$ cat src/rtl/cpu_mem_pkg.sv
// Shared types and constants for the CPU data-memory interface.
package cpu_mem_pkg;

  localparam int DMEM_DEPTH  = 128;
  localparam int DWORD_BYTES = 8;

  typedef enum logic [1:0] {
    IDLE   = 2'd0,
    ACCESS = 2'd1,
    RESP   = 2'd2
  } lsu_state_e;

  typedef struct packed {
    logic [63:0] data;
    logic [4:0]  rd;
    logic        is_store;
    logic        fault;
  } lsu_resp_t;

  // An address faults when it is past the memory or not on a doubleword slot.
  function automatic logic addr_fault(input logic [63:0] addr,
                                      input logic [63:0] limit,
                                      input logic        align_chk);
    logic misaligned;
    misaligned = (addr & 64'(DWORD_BYTES - 1)) != 64'd0;
    return (addr >= limit) || (align_chk && misaligned);
  endfunction

endpackage

$ cat src/rtl/lsu_stat_counters.sv
// Load/store/fault debug counters; each wraps modulo 2^CNT_W.
module lsu_stat_counters #(
  parameter int CNT_W = 32
) (
  input  logic             CLOCK,
  input  logic             RESET,
  input  logic             i_load_inc,
  input  logic             i_store_inc,
  input  logic             i_fault_inc,
  output logic [CNT_W-1:0] o_load_count,
  output logic [CNT_W-1:0] o_store_count,
  output logic [CNT_W-1:0] o_fault_count
);

  logic [CNT_W-1:0] r_load_count;
  logic [CNT_W-1:0] r_store_count;
  logic [CNT_W-1:0] r_fault_count;

  // Count completed loads, completed stores and faulting requests.
  always_ff @(posedge CLOCK) begin
    if (RESET) begin
      r_load_count  <= '0;
      r_store_count <= '0;
      r_fault_count <= '0;
    end else begin
      if (i_load_inc)  r_load_count  <= r_load_count  + CNT_W'(1);
      if (i_store_inc) r_store_count <= r_store_count + CNT_W'(1);
      if (i_fault_inc) r_fault_count <= r_fault_count + CNT_W'(1);
    end
  end

  assign o_load_count  = r_load_count;
  assign o_store_count = r_store_count;
  assign o_fault_count = r_fault_count;

endmodule

$ cat src/rtl/load_store_unit.sv
// Data-memory initiator: one LDUR/STUR at a time, tagged response with fault.
module load_store_unit
  import cpu_mem_pkg::*;
#(
  parameter int ADDR_LIMIT  = DMEM_DEPTH,
  parameter int ALIGN_CHECK = 1,
  parameter int CNT_W       = 32
) (
  input  logic             CLOCK,
  input  logic             RESET,
  input  logic             req_valid,
  output logic             req_ready,
  input  logic             req_is_store,
  input  logic [63:0]      req_addr,
  input  logic [63:0]      req_wdata,
  input  logic [4:0]       req_rd,
  output logic             resp_valid,
  input  logic             resp_ready,
  output logic [63:0]      resp_data,
  output logic [4:0]       resp_rd,
  output logic             resp_is_store,
  output logic             resp_fault,
  output logic [63:0]      mem_address,
  output logic [63:0]      mem_write_data,
  output logic             mem_read,
  output logic             mem_write,
  input  logic [63:0]      mem_read_data,
  output logic [CNT_W-1:0] load_count,
  output logic [CNT_W-1:0] store_count,
  output logic [CNT_W-1:0] fault_count
);

  lsu_state_e  r_state;
  logic        r_req_ready;
  logic        r_resp_valid;
  lsu_resp_t   r_resp;
  logic [63:0] r_mem_address;
  logic [63:0] r_mem_write_data;
  logic        r_mem_read;
  logic        r_mem_write;

  logic w_fault;
  logic w_load_inc;
  logic w_store_inc;
  logic w_fault_inc;

  assign w_fault     = addr_fault(req_addr, 64'(ADDR_LIMIT), ALIGN_CHECK != 0);
  assign w_load_inc  = (r_state == ACCESS) && r_mem_read;
  assign w_store_inc = (r_state == ACCESS) && r_mem_write;
  assign w_fault_inc = (r_state == IDLE) && req_valid && w_fault;

  // Request/response FSM; every output it drives is a register.
  always_ff @(posedge CLOCK) begin
    if (RESET) begin
      r_state          <= IDLE;
      r_req_ready      <= 1'b1;
      r_resp_valid     <= 1'b0;
      r_resp           <= '0;
      r_mem_address    <= 64'd0;
      r_mem_write_data <= 64'd0;
      r_mem_read       <= 1'b0;
      r_mem_write      <= 1'b0;
    end else begin
      case (r_state)
        IDLE: begin
          if (req_valid) begin
            r_req_ready     <= 1'b0;
            r_resp.rd       <= req_rd;
            r_resp.is_store <= req_is_store;
            if (w_fault) begin
              // Faulting requests never touch memory and answer one edge later.
              r_resp.fault <= 1'b1;
              r_resp.data  <= 64'd0;
              r_resp_valid <= 1'b1;
              r_state      <= RESP;
            end else begin
              r_resp.fault     <= 1'b0;
              r_mem_address    <= req_addr;
              r_mem_write_data <= req_wdata;
              r_mem_read       <= ~req_is_store;
              r_mem_write      <= req_is_store;
              r_state          <= ACCESS;
            end
          end
        end
        ACCESS: begin
          // Memory returned read data on the negedge; a write commits at this edge.
          r_mem_read   <= 1'b0;
          r_mem_write  <= 1'b0;
          r_resp.data  <= r_mem_read ? mem_read_data : 64'd0;
          r_resp_valid <= 1'b1;
          r_state      <= RESP;
        end
        RESP: begin
          if (resp_ready) begin
            r_resp_valid <= 1'b0;
            r_req_ready  <= 1'b1;
            r_state      <= IDLE;
          end
        end
        default: begin
          r_state      <= IDLE;
          r_req_ready  <= 1'b1;
          r_resp_valid <= 1'b0;
          r_mem_read   <= 1'b0;
          r_mem_write  <= 1'b0;
        end
      endcase
    end
  end

  lsu_stat_counters #(.CNT_W(CNT_W)) u_stats (
    .CLOCK         (CLOCK),
    .RESET         (RESET),
    .i_load_inc    (w_load_inc),
    .i_store_inc   (w_store_inc),
    .i_fault_inc   (w_fault_inc),
    .o_load_count  (load_count),
    .o_store_count (store_count),
    .o_fault_count (fault_count)
  );

  assign req_ready      = r_req_ready;
  assign resp_valid     = r_resp_valid;
  assign resp_data      = r_resp.data;
  assign resp_rd        = r_resp.rd;
  assign resp_is_store  = r_resp.is_store;
  assign resp_fault     = r_resp.fault;
  assign mem_address    = r_mem_address;
  assign mem_write_data = r_mem_write_data;
  assign mem_read       = r_mem_read;
  assign mem_write      = r_mem_write;

endmodule
$ cat config.mk
export PLATFORM = sky130hd
export DESIGN_NAME = load_store_unit
export DESIGN_NICKNAME = d
export VERILOG_FILES = /design/src/rtl/cpu_mem_pkg.sv /design/src/rtl/lsu_stat_counters.sv /design/src/rtl/load_store_unit.sv
export SDC_FILE = /design/constraint.sdc
export NUM_CORES = 1
export LEC_CHECK = 0
export ABC_CLOCK_PERIOD_IN_PS = 6500
export CORE_MARGIN = 5
export CORE_UTILIZATION = 30
export DETAILED_ROUTE_END_ITERATION = 6
export PLACE_DENSITY = 0.6
export SLEW_MARGIN = 5
export SYNTH_ARGS = -nofsm -noshare
export SYNTH_HDL_FRONTEND = slang
export SYNTH_SLANG_ARGS = --single-unit
export TNS_END_PERCENT = 100
$ cat constraint.sdc
create_clock -name CLOCK -period 6.5 [get_ports CLOCK]
set_clock_uncertainty 0.05 [all_clocks]
set_input_delay 0.65 -clock CLOCK [delete_from_list [all_inputs] [get_ports CLOCK]]
set_output_delay 0.65 -clock CLOCK [all_outputs]
set_load 0.02 [all_outputs]
---- Word level (Yosys, flattened, before mapping) ----
Index checks and enable logic that the tools add are counted.
operators by class
  add/subtract/negate cells ............... 3
  multipliers ............................. 0
  divide/modulo/power cells ............... 0
  order comparisons ....................... 1
  eq/ne operators ......................... 6
  shift-type cells ........................ 0
  muxes and demuxes ....................... 22
  bitwise operators ....................... 4
  reductions and logical operators ........ 15
operators with widths
  kind                                                                     number
  64-bit two-way mux                                                       2
  64-bit one-hot mux with 2 select lines                                   1
  32-bit by 1-bit adder with 32-bit output (second input constant)         3
  71-bit two-way mux                                                       1
  64-bit by 8-bit >= comparator with 1-bit output (second input constant)  1
  64-bit nonzero test                                                      1
  3-bit AND reduction                                                      5
  1-bit two-way mux                                                        10
  2-bit != test (second input constant)                                    4
  2-bit two-way mux                                                        3
  1-bit one-hot mux with 3 select lines                                    2
  2-bit one-hot mux with 3 select lines                                    1
  1-bit logical AND                                                        4
  1-bit NOT                                                                4
  1-bit one-hot mux with 2 select lines                                    2
  2-bit AND reduction                                                      2
  2-bit by 1-bit equality test with 1-bit output (second input constant)   1
  2-bit equality test (second input constant)                              1
  2-bit logical NOT                                                        1
  2-bit nonzero test                                                       1
  1-bit logical OR                                                         1
storage, ports and cells
  register bits ........................... 301
  latch bits .............................. 0
  bits in writable memories ............... 0
  bits in read-only memories .............. 0
  bits of input ports ..................... 202
  output and inout port bits .............. 299
  logic and storage cells ................. 65
  memories kept ........................... 0

---- Depth between registers and ports, before layout ----
  depth after elaboration ................. 5
  mapped depth ............................ 8
  mapped depth without buffers ............ 6

---- By module ----
Synthesis repeated with hierarchy kept, for this count alone.
unflattened totals
  cells, all modules ...................... 1344
  area total of the unflattened synthesis .. 11826.3 um^2
modules (own cells, without submodules)
  module             instances  cells an instance  area an instance (um^2)
  load_store_unit    1          814                7269.5
  lsu_stat_counters  1          530                4556.9

---- Worst setup path before layout ----
No wires, ideal clock.
  kind .................................... input to register
  start ................................... input port req_addr[52]
  end ..................................... register r_mem_write_data[38], in the netlist mem_write_data[38]
  setup time .............................. 0.132 ns
  arrival time ............................ 2.248 ns
  setup slack ............................. 4.070 ns
  stages .................................. 7
  cell sequence ........................... nor4_1 nand4_1 nor4_2 clkbuf_1 clkbuf_1 a21bo_2 a21oi_1
between the ends
  word-level cells in the longest chain between the ends .. 4
RTL lines
  item                                             RTL line               RTL
  start, declared                                  load_store_unit.sv:14  input logic [63:0] req_addr,
  64-bit by 8-bit >= comparator with 1-bit output  cpu_mem_pkg.sv:26      return (addr >= limit) || (align_chk && misaligned);
  1-bit logical OR                                 cpu_mem_pkg.sv:26
  1-bit NOT (no line)                              n/a
  3-bit AND reduction (no line)                    n/a
  end signal, assigned                             load_store_unit.sv:79  r_mem_write_data <= req_wdata;
  end, declared                                    load_store_unit.sv:38  logic [63:0] r_mem_write_data;
Every way passes these cells.
A chain may end at the register's enable or synchronous reset.

---- Worst setup path in the final report ----
  start ................................... input port req_valid
  end ..................................... register u_stats.r_fault_count[23], in the netlist u_stats.o_fault_count[23]
between the ends
  word-level cells in the longest chain between the ends .. 2
RTL lines
  item                            RTL line                 RTL
  start, declared                 load_store_unit.sv:11    input logic req_valid,
  1-bit logical AND (2 in a row)  load_store_unit.sv:50    assign w_fault_inc = (r_state == IDLE) && req_valid && w_fault;
  end signal, assigned            lsu_stat_counters.sv:28  if (i_fault_inc) r_fault_count <= r_fault_count + CNT_W'(1);
  end, declared                   lsu_stat_counters.sv:17  logic [CNT_W-1:0] r_fault_count;
Every way passes these cells.

==> results.cfg <==
[cts]
cts.reportedPaths.clkPinSlew_ps = 60
cts.sinks = 301
insertion_delay_ps = 530
post_cts_resized = 0
clockBufferDepth = 3
cts_buffers = 35
holdBufCountCts = 0
postCtsSetupBuffers = 0
cts_max_level = 2
root_buffer = clkbuf_16
cts_tree = yes

[setup_path]
worst_ep_arrival_time_ps = 3480
cp_num_cells = 6
rr_startpoint = r_state[0]$_SDFFE_PP0P_
required_ps = 6900
timing.rr.end = u_stats.o_fault_count[23]$_SDFFE_PP0P_
rrSetupSlack_ps = 3750
path_buf_inv = 2
crit_fanout = 142
path_cells = clkdlybuf4s50_1, nor3b_4, buf_12, nand4_1, or4_1, a21oi_1
slowest_stage = nor3b_4
critPathLaunchType = input pin
crit_start = req_valid
reg2reg_depth = 5
slowest_delay_ps = 690
crit_family = simple AND/OR/NAND/NOR gates
cp-endpoint = u_stats.o_fault_count[23]$_SDFFE_PP0P_
worstSetupPathType = in -> reg
end_kind = register

[sta]
rsz0062_at_grt = false
max_freq_mhz = 323.8
period_share_pct = 47.51
relSlewSlack_pct = 23.05
setup_violations = 0
final.min_clock_period_ps = 3088
hold_viol_final = 0
slew_viol_final = 0
worst-slew-pin-transition_ps = 1145
tns_ps = 0

[run_status]
run_status = completed

[layout]
drive_above_1_share_pct = 8.769
final_common_cell = clkdlybuf4s50_1
syn_to_final_growth_pct = 57.41
layout_common_cells = clkdlybuf4s50_1, dfxtp_1, a21oi_1
fin_cells = 2179
fill_cells = 3590
nNetsFinal = 1844

[yosys]
postSynthCellCount = 1183
synthesis.nets = 1388
synth_cell_types = 49
syn-cell-area_um2 = 11460
synth_seq_cells = 301
ys_seq_area_share_pct = 52.58
synth_edf_count = 0
ys_warn_count = 0
synth-main-ff-cell = dfxtp_1
yosys.area.top_type = dfxtp_1
synth_area_leaders = dfxtp_1, a21bo_2, a22o_1, a21oi_1, nand3_1
async_flop_share_pct = 0
syn_avg_cell_area_um2 = 9.688
netlist.area_leader.share_pct = 52.58

[drt]
routedWlPerCell_um = 18.30
viasPerCell = 4.777
drc = 0
wirelength_um = 39880
first_iter_violations = 501
vias = 10410
drtAntennaViolNets = 0
first_pass_iters = 4

[die]
die_area_um2 = 42210
ios = 501
initial_utilization_pct = 30.43
rows = 71
coreArea_um2 = 37670
die_h_um = 205.5
dieWidth_um = 205.5

[global_route]
grt-busiest-layer = met2
grt_pass1_wl_um = 59390
overflow = 0
grt_util_met2_pct = 29.07
grt_antenna_before_repair = 4
grt_max_degree = 185
grt_pass1_vias = 10120
grtUsageMet1_pct = 20.99
grtUsageTotal_pct = 17.77
met3_usage_pct = 8.211

[hold_path]
hold_depth = 2
min_path_type = reg -> reg

[power]
p_leak_nw = 6.307
power_density_nw_per_um2 = 222.0
ir_drop_mv = 0.1940

[place]
post-dp-hpwl_um = 28800
gp_congestion = 0.7771
port_buffers = 500
dpl.cell_count = 2113

[flow_run]
cap_violations = 0
-- where the power goes --
part | internal, mW | switching (mW)
registers | 1.85 | 0.00559
clock network | 1.15 | 0.766
logic | 0.129 | 0.0984
total | 3.13 | 0.870
-- kinds of logic after synthesis --
kind of cell               share of synthesized area, %
xor gates and xnor gates                          4.432
adders and majority gates                        0.3275
DFF                                               52.58
muxes                                            0.2729
buffers and inverters                             3.745
AOI/OAI and AO/OA                                 18.46
and+or+nand+nor                                   20.19
-- registers in the layout, indices dropped and copies added (netlist names) --
register               cells
mem_address               64
mem_write_data            64
resp_data                 64
u_stats.o_fault_count     32
u_stats.o_load_count      32
u_stats.o_store_count     32
resp_rd                    5
r_state                    2
mem_read                   1
mem_write                  1
req_ready                  1
resp_fault                 1
resp_is_store              1
resp_valid                 1
-- tightest hold or removal path, stage by stage (launching register included) --
cell and delay (ps):
dfxtp_1 310, nand2_1 50, a21oi_1 50
-- metrics by stage --
stage / setup WS [ps] / cell area [um2] / utilization (%) / total power [mW] / hold WS, ps
final: 3412 / 18040 / 47.90 / 4.004 / 403.3
after global routing: 3140 / 18040 / 47.88 / 4.170 / 422.8
after CTS: 3367 / 18030 / 47.88 / 4.080 / 404.1
after detailed placement: 2796 / 16900 / 44.85 / 2.126 / 392.7
after global placement: 2873 / 16900 / 44.85 / 2.125 / 390.8
after floorplan: 4070 / 11460 / - / 1.965 / 484.5
-- cells in the mapped netlist, types with 2 or more instances --
master and n:
nand2b_1 2, a21oi_1 110, inv_1 17, xor2_1 36
clkbuf_1 72, nand4_1 36, o41ai_1 2, or4_1 23
nor4b_1 2, dfxtp_1 301, nor3_1 10, or2_2 2
nor2_1 75, o31ai_1 23, ha_1 3, o21ai_0 11
xnor2_1 22, buf_2 16, nor2b_1 2, and2_1 63
a22o_1 64, or3_1 10, and4_1 11, and3_1 11
mux2i_1 2, nor4_1 26, nand2_1 47, nand3_1 96
a21bo_2 68
-- worst min path at each step --
stage / to / start
6_report: resp_rd[4]$_SDFFE_PP0P_ / resp_rd[4]$_SDFFE_PP0P_
5_1_grt: mem_address[24]$_SDFFE_PP0P_ / mem_address[24]$_SDFFE_PP0P_
4_1_cts: resp_rd[0]$_SDFFE_PP0P_ / resp_rd[0]$_SDFFE_PP0P_
3_5_place_dp: mem_address[58]$_SDFFE_PP0P_ / mem_address[58]$_SDFFE_PP0P_
3_3_place_gp: mem_address[62]$_SDFFE_PP0P_ / mem_address[62]$_SDFFE_PP0P_
2_1_floorplan: resp_is_store$_SDFFE_PP0P_ / resp_is_store$_SDFFE_PP0P_
-- cell type report --
class | instances | area, um2 | share of cell area [%]
antenna | 3 | 7.507 | 0.04161
clock buffer | 53 | 1045 | 5.791
clock inverter | 10 | 93.84 | 0.5201
inverter | 17 | 63.81 | 0.3537
multi-input combinational | 775 | 5067 | 28.09
sequential | 301 | 6026 | 33.40
tap | 511 | 639.4 | 3.544
timing repair buffer | 509 | 5099 | 28.26
-- routing by layer --
| metal | routed length (um) | vias to the layer above |
|---|---|---|
| met5 | 40 | - |
| met4 | 1006 | 6 |
| met3 | 4213 | 56 |
| met2 | 18530 | 403 |
| met1 | 16090 | 4776 |
| li1 | - | 5169 |
Note: power is estimated with default switching activity, not from simulation.
